<file path="src/rtl/line_burst_adaptor.sv">
// Line-to-burst adaptor: turns each 256-bit line read/write into a burst of BEAT_W-bit memory beats.
// Optional watchdog enabled by defining LINE_BURST_TIMEOUT_EN (adds the timeout_err port).
module line_burst_adaptor #(
  parameter int LINE_W  = 256,
  parameter int BEAT_W  = 64,
  parameter int ADDR_W  = 32,
  parameter int TMO_CYC = 1024
) (
  input  logic              clk,
  input  logic              rst,
  input  logic [ADDR_W-1:0] line_address,
  output logic [LINE_W-1:0] line_rdata,
  input  logic [LINE_W-1:0] line_wdata,
  input  logic              line_read,
  input  logic              line_write,
  output logic              line_resp,
  output logic [ADDR_W-1:0] burst_address,
  input  logic [BEAT_W-1:0] burst_rdata,
  output logic [BEAT_W-1:0] burst_wdata,
  output logic              burst_read,
  output logic              burst_write,
  input  logic              burst_resp
`ifdef LINE_BURST_TIMEOUT_EN
  ,
  output logic              timeout_err
`endif
);

  localparam int BEATS = LINE_W / BEAT_W;
  localparam int CNT_W = (BEATS > 1) ? $clog2(BEATS) : 1;
  localparam int OFF_W = $clog2(LINE_W / 8);
  localparam logic [CNT_W-1:0] LAST = CNT_W'(BEATS - 1);

  typedef enum logic [1:0] {IDLE, RD, WR, DONE} state_t;

  state_t             state_q, state_d;
  logic [CNT_W-1:0]   beat_cnt;
  logic [LINE_W-1:0]  line_buf;
  logic               tmo_hit;
  logic               last_beat;

  assign last_beat = burst_resp && (beat_cnt == LAST);

`ifdef LINE_BURST_TIMEOUT_EN
  localparam int WD_W = $clog2(TMO_CYC + 1);
  logic [WD_W-1:0] wdog_q;

  assign tmo_hit = ((state_q == RD) || (state_q == WR)) && !burst_resp &&
                   (wdog_q == WD_W'(TMO_CYC - 1));

  // Counts consecutive busy cycles with no beat; any beat restarts the window.
  always_ff @(posedge clk or negedge rst) begin
    if (!rst) begin
      wdog_q      <= '0;
      timeout_err <= 1'b0;
    end else begin
      if (((state_q == RD) || (state_q == WR)) && !burst_resp && !tmo_hit)
        wdog_q <= wdog_q + 1'b1;
      else
        wdog_q <= '0;
      if (tmo_hit)
        timeout_err <= 1'b1;
    end
  end
`else
  assign tmo_hit = 1'b0;
`endif

  // NOTE: state registers use non-blocking (<=) so every flop samples pre-edge values.
  always_ff @(posedge clk or negedge rst) begin
    if (!rst) state_q <= IDLE;
    else      state_q <= state_d;
  end

  // NOTE: default assignment first, so no path through the case leaves state_d unassigned (no latch).
  always_comb begin
    state_d = state_q;
    unique case (state_q)
      IDLE: begin
        if (line_read)       state_d = RD;
        else if (line_write) state_d = WR;
      end
      RD, WR: begin
        if (last_beat || tmo_hit) state_d = DONE;
      end
      DONE:    state_d = IDLE;
      default: state_d = IDLE;
    endcase
  end

  // NOTE: line_rdata is reset like any other visible output; it is a plain register, not a RAM.
  always_ff @(posedge clk or negedge rst) begin
    if (!rst) begin
      beat_cnt      <= '0;
      burst_address <= '0;
      line_buf      <= '0;
      line_rdata    <= '0;
    end else begin
      unique case (state_q)
        IDLE: begin
          if (line_read || line_write) begin
            burst_address <= {line_address[ADDR_W-1:OFF_W], OFF_W'(0)};
            beat_cnt      <= '0;
            if (!line_read) line_buf <= line_wdata;
          end
        end
        RD: begin
          if (burst_resp) begin
            for (int b = 0; b < BEATS; b++)
              if (beat_cnt == CNT_W'(b)) line_rdata[b*BEAT_W +: BEAT_W] <= burst_rdata;
            beat_cnt <= (beat_cnt == LAST) ? '0 : beat_cnt + 1'b1;
          end else if (tmo_hit) begin
            beat_cnt <= '0;
          end
        end
        WR: begin
          if (burst_resp)   beat_cnt <= (beat_cnt == LAST) ? '0 : beat_cnt + 1'b1;
          else if (tmo_hit) beat_cnt <= '0;
        end
        default: ;
      endcase
    end
  end

  assign burst_read  = (state_q == RD);
  assign burst_write = (state_q == WR);
  assign line_resp   = (state_q == DONE);

  always_comb begin
    burst_wdata = '0;
    for (int b = 0; b < BEATS; b++)
      if (burst_write && (beat_cnt == CNT_W'(b))) burst_wdata = line_buf[b*BEAT_W +: BEAT_W];
  end

endmodule
</file>
<file path="config.mk">
export PLATFORM = sky130hd
export DESIGN_NAME = line_burst_adaptor
export DESIGN_NICKNAME = d
export VERILOG_FILES = /design/src/rtl/line_burst_adaptor.sv
export SDC_FILE = /design/constraint.sdc
export NUM_CORES = 1
export LEC_CHECK = 0
export ABC_AREA = 1
export CAP_MARGIN = 40
export CELL_PAD_IN_SITES_DETAIL_PLACEMENT = 1
export CELL_PAD_IN_SITES_GLOBAL_PLACEMENT = 1
export CORE_ASPECT_RATIO = 0.5
export CORE_MARGIN = 2
export CORE_UTILIZATION = 38
export CTS_CLUSTER_DIAMETER = 80
export CTS_CLUSTER_SIZE = 25
export DETAILED_ROUTE_END_ITERATION = 10
export GPL_TIMING_DRIVEN = 0
export HOLD_SLACK_MARGIN = 0.12
export PLACE_DENSITY_LB_ADDON = 0.1
export SLEW_MARGIN = 20
export SYNTH_ARGS = -nofsm -noshare
export SYNTH_HDL_FRONTEND = slang
export SYNTH_SLANG_ARGS = --single-unit
</file>
<file path="constraint.sdc">
create_clock -name clk -period 2.7 [get_ports clk]
set_input_delay 0.27 -clock clk [delete_from_list [all_inputs] [get_ports clk]]
set_output_delay 0.27 -clock clk [all_outputs]
set_load 0.02 [all_outputs]
</file>
=== After elaboration in Yosys (flattened, before gate mapping) ===
Index checks and enable logic that the tools add are counted.

* Muxes and demuxes: 12
* Reductions and logical operators: 18
* Equality and inequality tests: 10
* Bitwise logic cells: 1
* Add/sub/neg operators: 1

{| class="wikitable"
|+ Operator list
! operator !! count
|-
| two-way mux 64 bit || 4
|-
| AND reduction 3 bit || 6
|-
| two-way mux 2 bit || 6
|-
| == test 2 bit (second input constant) || 4
|-
| case mux 2 bit (3 select lines) || 1
|-
| logical AND 1 bit || 5
|-
| == test 2 x 1 -> 1 bit (second input constant) || 2
|-
| zero test 2 bit || 2
|-
| != test 2 x 1 -> 1 bit (second input constant) || 2
|-
| case mux 2 bit (2 select lines) || 1
|-
| AND reduction 2 bit || 2
|-
| != test 3 bit (second input constant) || 1
|-
| adder 2 x 1 -> 2 bit (second input constant) || 1
|-
| != test 2 bit (second input constant) || 1
|-
| nonzero test 2 bit || 1
|-
| OR reduction 2 bit || 1
|-
| logical OR 1 bit || 1
|-
| inverter 1 bit || 1
|}

* Bits of input ports: 357
* Register bits: 543

=== Logic depth before layout (Yosys ltp) ===
Gate-level depths: netlist (run 1).

* Depth in word-level cells: 6
* Depth in mapped cells: 9

=== Worst setup path after synthesis (run 1) ===
OpenSTA, ideal clock, no wires.

* Kind: register to output
* Start point: reg state_q[0]
* End point: out burst_wdata[47]
* Cell stages (with the launch flop): 9
* Setup slack: 849 ps
* Arrival: 1581 ps
* Buffers on the path: 2
* Data required time: 2430 ps
* Cells stage by stage: dfrtp_1 > inv_1 > ha_1 > buf_2 > buf_2 > nand3_1 > nand3_1 > nand2_1 > nand2_1

* Longest elaborated chain between the ends: 6
* Elaborated cells on any way between the ends: 9
* Classes of those cells: eq/ne (1); mux (4); reduce/logical (4)

{| class="wikitable"
|+ Ends and longest elaborated chain
! item !! line !! text
|-
| from (decl) || 36 || <nowiki>state_t state_q, state_d;</nowiki>
|-
| from (signal assigned) || 72 || <nowiki>else state_q <= state_d;</nowiki>
|-
| == test 2 bit (*) || 126 || <nowiki>assign burst_write = (state_q == WR);</nowiki>
|-
| net burst_write || 21 || <nowiki>output logic burst_write,</nowiki>
|-
| logical AND 1 bit || 132 || <nowiki>if (burst_write && (beat_cnt == CNT_W'(b))) burst_wdata = line_buf[b*BEAT_W +: BEAT_W];</nowiki>
|-
| two-way mux 64 bit (3 in a row) || 132 ||
|-
| two-way mux 64 bit (*) || 132 ||
|-
| to (decl) || 19 || <nowiki>output logic [BEAT_W-1:0] burst_wdata,</nowiki>
|}

The timed path passes the listed nets; every way through them passes the cells marked *.

=== Worst setup path after layout (run 1) ===
* Start point: reg state_q[1]
* End point: out burst_wdata[61]

* Longest elaborated chain between the ends: 6
* Elaborated cells on any way between the ends: 9
* Classes of those cells: eq/ne (1); mux (4); reduce/logical (4)

{| class="wikitable"
|+ Ends and longest elaborated chain
! item !! line
|-
| == test 2 bit (*) || 126
|-
| logical AND 1 bit || 132
|-
| two-way mux 64 bit (3 in a row) || 132
|-
| two-way mux 64 bit (*) || 132
|}

Mark *: on every way between the ends. The rest lies on a longest branch, timed or not.

==> qor.csv, run 1 <==
stage,metric,value,unit
route,first_iter_violations,1133,
synthesis,avgSynthCellArea,8.71,um^2
grt,grt_max_degree,96,
synthesis,yosysSeqAreaShare,56.3,%
die,die_area,65700,um^2
place,hpwl,64.2,mm
clock_network,cts_max_level,1,
timing,slew_viol_final,0,
critical_path,timing.rr.end,line_buf[31],
critical_path,r2r_cells,8,
power_and_ir_drop,p_int,20.3,mW
place,io_buffers,701,
layout,nNetsFinal,3889,
timing,finalSetupTns,0,ps
grt,overflow,0,
die,io_pins,712,
place,dp.cells,4320,
die,initial_core_util,38.3,%
flow_run,maxCapViolations,0,
power_and_ir_drop,p_seq_share,39.3,%
layout,area_growth,38.1,%
route,vias,21087,
hold_path,min_to,line_buf[201],
clock_network,clkTransAtPathRegs,110,ps
place,gp_congestion,0.809,
timing,hold_viol_final,0,
clock_network,cts_made_buffers,25,
power_and_ir_drop,pwr-share-comb,47.3,%
power_and_ir_drop,clkPwrFrac,13.4,%
synthesis,synth_seq_cells,543,
clock_network,clk_latency,610,ps
timing,period_needed,2600,ps
timing,rsz0062_at_grt,true,
synthesis,yosys_warnings,0,
clock_network,clockRootBuffer,clkbuf_16,
synthesis,syn-cell-area,24100,um^2
die,rows,65,
critical_path,reg2reg_from,state_q[0],
layout,layout_common_cells,"nand2_1, clkdlybuf4s50_1, dfrtp_1",
critical_path,cp-end-kind,output pin,
synthesis,synthCells,2772,
power_and_ir_drop,cellLeakagePower,16.7,nW
timing,slew_headroom,49.1,%
layout,fin_cells,4371,
route,drc,0,
die,coreArea,62900,um^2
clock_network,cts_tree,done,
power_and_ir_drop,power_density,1020,nW/um^2
critical_path,critical_path.max_fanout,10,
critical_path,critical_path_class,reg2out,
clock_network,cts.sinks,543,
synthesis,ys_types,23,
timing,max_freq,385,MHz
critical_path,cp.arrival,2330,ps
status,outcome,"finished, final reports clean",
hold_path,hold_path_depth,3,
route,wl_per_cell,19.7,um
grt,grt_pass1_vias,22523,
route,antenna_left,0,
layout,mostFrequentLayoutCell,nand2_1,
route,vias_per_cell,4.82,
timing,holdWs,186,ps
clock_network,max-clock-path-buffers,3,
critical_path,regToRegSetupSlack,870,ps
timing,setup_viol,0,
route,firstDrtPassIters,5,
route,drt_wl_total,85.9,mm
timing,finalCritPeriodShare,96.1,%
critical_path,worstSetupStartpointType,flip-flop,
timing,worstMarginPinSlew,763,ps
layout,drive_above_1_share,11.9,%
power_and_ir_drop,power_switching,13.8,mW
timing,skew,20.3,ps
power_and_ir_drop,ir_drop,0.000443,V
critical_path,crit_required,2430,ps
die,die_x,360,um
hold_path,min-delay-start,line_wdata[201],
die,die_h,182,um
grt,grt_usage,25.8,%
hold_path,hold_path.class,in2reg,
grt,grt_pass1_wl,132,mm
grt,antenna_found_initial,10,
power_and_ir_drop,p_sw_share,40.4,%
critical path, stage by stage, from the launching register on:
cell and delay, ps:
dfrtp_2 460, ha_4 200, nand2_4 110, bufbuf_16 290
buf_4 180, nand3_1 140, nand2_1 100, nand2_1 60
buf_4 160
registers in the layout, summed over array words and instances, names as in the netlist:
register	cells
beat_cnt	2
burst_address	27
state_q	2
line_buf	256
line_rdata	256
metrics by stage:
step                      setup slack, ps  cell area (um^2)  util (%)  power, mW
after floorplan                       849             24200         -       21.9
after global placement             -24000             32200      51.2       29.2
after detailed placement             -172             32400      51.5       29.7
after CTS                           -72.8             33200      52.7       34.1
after global routing                -27.7             33300      53.0       36.2
final                                 105             33300      53.0       34.0
kinds of logic (layout without fill, tap and decap cells):
kind of cell | count (synthesis) | count (layout) | synth area share [%]
simple gates | 1142 | 1142 | 18.6
fa+ha+maj | 9 | 9 | 0.466
flops | 543 | 543 | 56.3
buf+inv | 533 | 1282 | 11.8
compound gates | 544 | 544 | 12.8
other cells | 1 | 14 | 0.0155
power by group through the flow:
stage | registers (mW) | clock network, mW | logic (mW)
4_1_cts | 13.3 | 4.68 | 16.1
2_1_floorplan | 15.2 | 0 | 6.68
3_5_place_dp | 13.5 | 0 | 16.2
3_3_place_gp | 13.4 | 0 | 15.7
6_report | 13.4 | 4.55 | 16.1
5_1_grt | 13.8 | 4.93 | 17.5
synth_stat cells:
cell      count  area [um^2]
a21oi_1      65          325
buf_2        56          280
buf_4        28          210
buf_6        87          980
buf_8         1         15.0
clkbuf_1      3         11.3
clkbuf_2      2         10.0
conb_1        1         3.75
dfrtp_1     543        13600
ha_1          9          113
inv_1       354         1330
inv_2         2         7.51
nand2_1     748         2810
nand3_1     130          651
nand3_2       4         40.0
nand3_4       1         17.5
nand3b_1      1         7.51
nor2_1      257          965
nor3b_1       1         7.51
o21a_1        1         7.51
o21ai_0      59          295
o21ai_1     320         1600
o21ai_2      99          867
layout make-up:
class / instances / area (um^2)
Antenna cell: 9 / 22.5
Buffer: 177 / 1760
Clock buffer: 27 / 643
Clock inverter: 2 / 38.8
Fill cell: 7358 / 29600
Inverter: 356 / 1340
Multi-Input combinational cell: 1700 / 7830
Sequential cell: 543 / 13600
Tap cell: 837 / 1050
Timing Repair Buffer: 720 / 7070
what timing repair did:
item,CTS,global route
resized for setup,325,75
endpoints found under the hold margin,77,0
setup buffers,7,3
hold buffers,1,0
gates cloned,2,0
endpoints found under the setup margin,64,62
pin swaps,1,2
routing by layer:
metal	up-vias	global-route usage, %	routed length [um]
li1	10086	-	-
met1	10531	30.7	34500
met2	347	48.9	46600
met3	121	2.54	2070
met4	2	8.17	2800
met5	-	0	7
worst max-delay path by stage:
| stage | slack (ps) | cells after the start | start | end |
|---|---|---|---|---|
| 6_report | 100 | 8 | state_q[1] | burst_wdata[61] |
| 5_1_grt | -30 | 10 | beat_cnt[1] | burst_wdata[24] |
| 4_1_cts | -70 | 9 | beat_cnt[0] | burst_wdata[40] |
| 3_5_place_dp | -170 | 10 | state_q[0] | burst_wdata[1] |
| 3_3_place_gp | -24000 | 1 | rst | line_rdata[113] |
| 2_1_floorplan | 850 | 8 | state_q[0] | burst_wdata[47] |
Note: power is estimated with default switching activity, not from simulation.
==> run 2: changes to the inputs <==
--- a/config.mk
+++ b/config.mk
@@ -9,15 +9,15 @@
 export CAP_MARGIN = 40
 export CELL_PAD_IN_SITES_DETAIL_PLACEMENT = 1
 export CELL_PAD_IN_SITES_GLOBAL_PLACEMENT = 1
-export CORE_ASPECT_RATIO = 0.5
-export CORE_MARGIN = 2
-export CORE_UTILIZATION = 38
+export CORE_AREA = 2 2 279 281
 export CTS_CLUSTER_DIAMETER = 80
 export CTS_CLUSTER_SIZE = 25
 export DETAILED_ROUTE_END_ITERATION = 10
+export DIE_AREA = 0 0 281 283
 export GPL_TIMING_DRIVEN = 0
 export HOLD_SLACK_MARGIN = 0.12
-export PLACE_DENSITY_LB_ADDON = 0.1
+export PLACE_DENSITY_LB_ADDON = 0.05
+export SKIP_LAST_GASP = 1
 export SLEW_MARGIN = 20
 export SYNTH_ARGS = -nofsm -noshare
 export SYNTH_HDL_FRONTEND = slang
==> run 2 against run 1 <==
First-iteration DRC count shrank 11%; largest power group unchanged; clock power grew 45%; sequential power is essentially flat; non-clock buffer count shrank 7.
==> qor.csv, run 2 (synthesis gave the netlist of run 1 again) <==
stage,metric,value,unit
status,outcome,"finished, final reports clean",
power_and_ir_drop,ir_drop,0.000436,V
route,firstDrtPassIters,4,
place,gp_congestion,0.877,
grt,grt_usage,24.2,%
place,io_buffers,701,
die,io_pins,712,
layout,nFillCells,8881,
layout,top_regs,"line_buf x256, line_rdata x256, burst_address x27",
layout,final_util,44.6,%
route,first_iter_violations,1006,
timing,setup_viol,0,
route,drt_wl_total,96.8,mm
clock_network,max-clock-path-buffers,3,
layout,fin_cells,4618,
critical_path,cp-end-kind,output pin,
timing,slew_viol_final,0,
critical_path,crit_required,2430,ps
power_and_ir_drop,cellLeakagePower,16.9,nW
route,vias,21335,
timing,rsz0062_at_grt,true,
die,die_x,281,um
grt,antenna_found_initial,37,
timing,finalCritPeriodShare,95.1,%
clock_network,cts.sinks,543,
clock_network,cts_made_buffers,38,
layout,finalInstanceArea,34200,um^2
timing,skew,25.3,ps
critical_path,critical_path_class,reg2out,
timing,worstMarginPinSlew,712,ps
timing,hold_viol_final,0,
power_and_ir_drop,p_total,36.4,mW
clock_network,clk_latency,590,ps
clock_network,cts_tree,done,
route,vias_per_cell,4.62,
place,post_dp_cell_area,32600,um^2
die,initial_core_util,31.5,%
die,die_h,283,um
grt,overflow,0,
critical_path,critical_path.max_fanout,10,
timing,holdWs,215,ps
critical_path,cp.arrival,2300,ps
timing,period_needed,2570,ps
layout,drive_above_1_share,12.6,%
hold_path,hold_path.class,in2reg,
critical_path,worstSetupStartpointType,flip-flop,
place,dp.cells,4523,
route,wl_per_cell,21.0,um
place,place_ws,-381,ps
timing,finalSetupTns,0,ps
die,die_area,79500,um^2
grt,grt_pass1_wl,145,mm
layout,area_growth,41.8,%
die,coreArea,76700,um^2
timing,slew_headroom,52.6,%
clock_network,clkTransAtPathRegs,100,ps
route,drc,0,
layout,multi_input_area,7850,um^2
power_and_ir_drop,power_density,1060,nW/um^2
flow_run,maxCapViolations,0,
layout,layout_common_cells,"nand2_1, clkdlybuf4s50_1, dfrtp_1",
die,rows,102,
layout,mostFrequentLayoutCell,nand2_1,
route,antenna_left,0,
timing,worst_slack,132,ps
grt,grt_max_degree,87,
layout,nNetsFinal,3895,
layout,seq_area,13600,um^2
grt,grt_pass1_vias,22874,
clock_network,clockRootBuffer,clkbuf_16,
timing,max_freq,389,MHz
clock_network,cts_max_level,2,
place,hpwl,76.1,mm
run 2: cell types whose count changed in the layout (fill, tap and decap cells not counted), sizes merged:
cell / delta
clkbuf: +21
diode: +10
inv: +16
clkdlybuf4s15: +4
clkinv: +3
buf: -14
bufinv: +1
clkinvlp: +3
run 2: per-layer routing:
layer | part of all wire, % | GRT usage (%) | up-vias
met4 | 2.5 | 7.10 | 40
met2 | 52 | 43.3 | 499
met3 | 6.6 | 6.35 | 144
met5 | 0.27 | 0 | -
li1 | - | - | 10142
met1 | 39 | 28.0 | 10510
run 2: cell type report:
class / instances / share of cell area (%)
plain buffers: 177 / 5.00
repair buffers: 713 / 20.5
well taps: 1040 / 3.80
clock buffers: 45 / 3.04
inverters: 356 / 3.92
multi-input cells: 1700 / 22.9
clock inverters: 25 / 0.950
diodes: 19 / 0.139
flip-flops and latches: 543 / 39.7
run 2: power breakdown:
group	switching (mW)	total [mW]	internal, mW
clock network	3.44	6.60	3.17
logic	9.55	16.4	6.85
registers	1.86	13.4	11.6
total	14.8	36.4	21.6
run 2: critical path, stage by stage, from the launching register on:
cell and delay (ps):
dfrtp_1 400, buf_4 170, ha_4 180, buf_6 160, buf_4 180, nor2_1 120, nand2_1 60, nand3_1 90
nand2_1 90, nand2_1 80, buf_2 160
run 2: path summary, 6_finish.rpt:
path,slack [ps],cells after the start,start,end
max reg2reg,810,8,state_q[0],line_buf[52]
max,130,10,beat_cnt[0],burst_wdata[24]
min,220,3,line_wdata[232],line_buf[232]
min reg2reg,490,2,line_rdata[147],line_rdata[147]
min in group asynchronous,280,2,rst,burst_address[10]
max in group asynchronous,680,5,rst,line_buf[161]
run 2: what timing repair did:
action	in CTS	in global routing
gates resized for setup	343	60
hold buffers	1	0
gates cloned	1	0
setup endpoints to repair	64	63
setup buffers	3	1
hold endpoints to repair	83	0
pin swaps	1	0
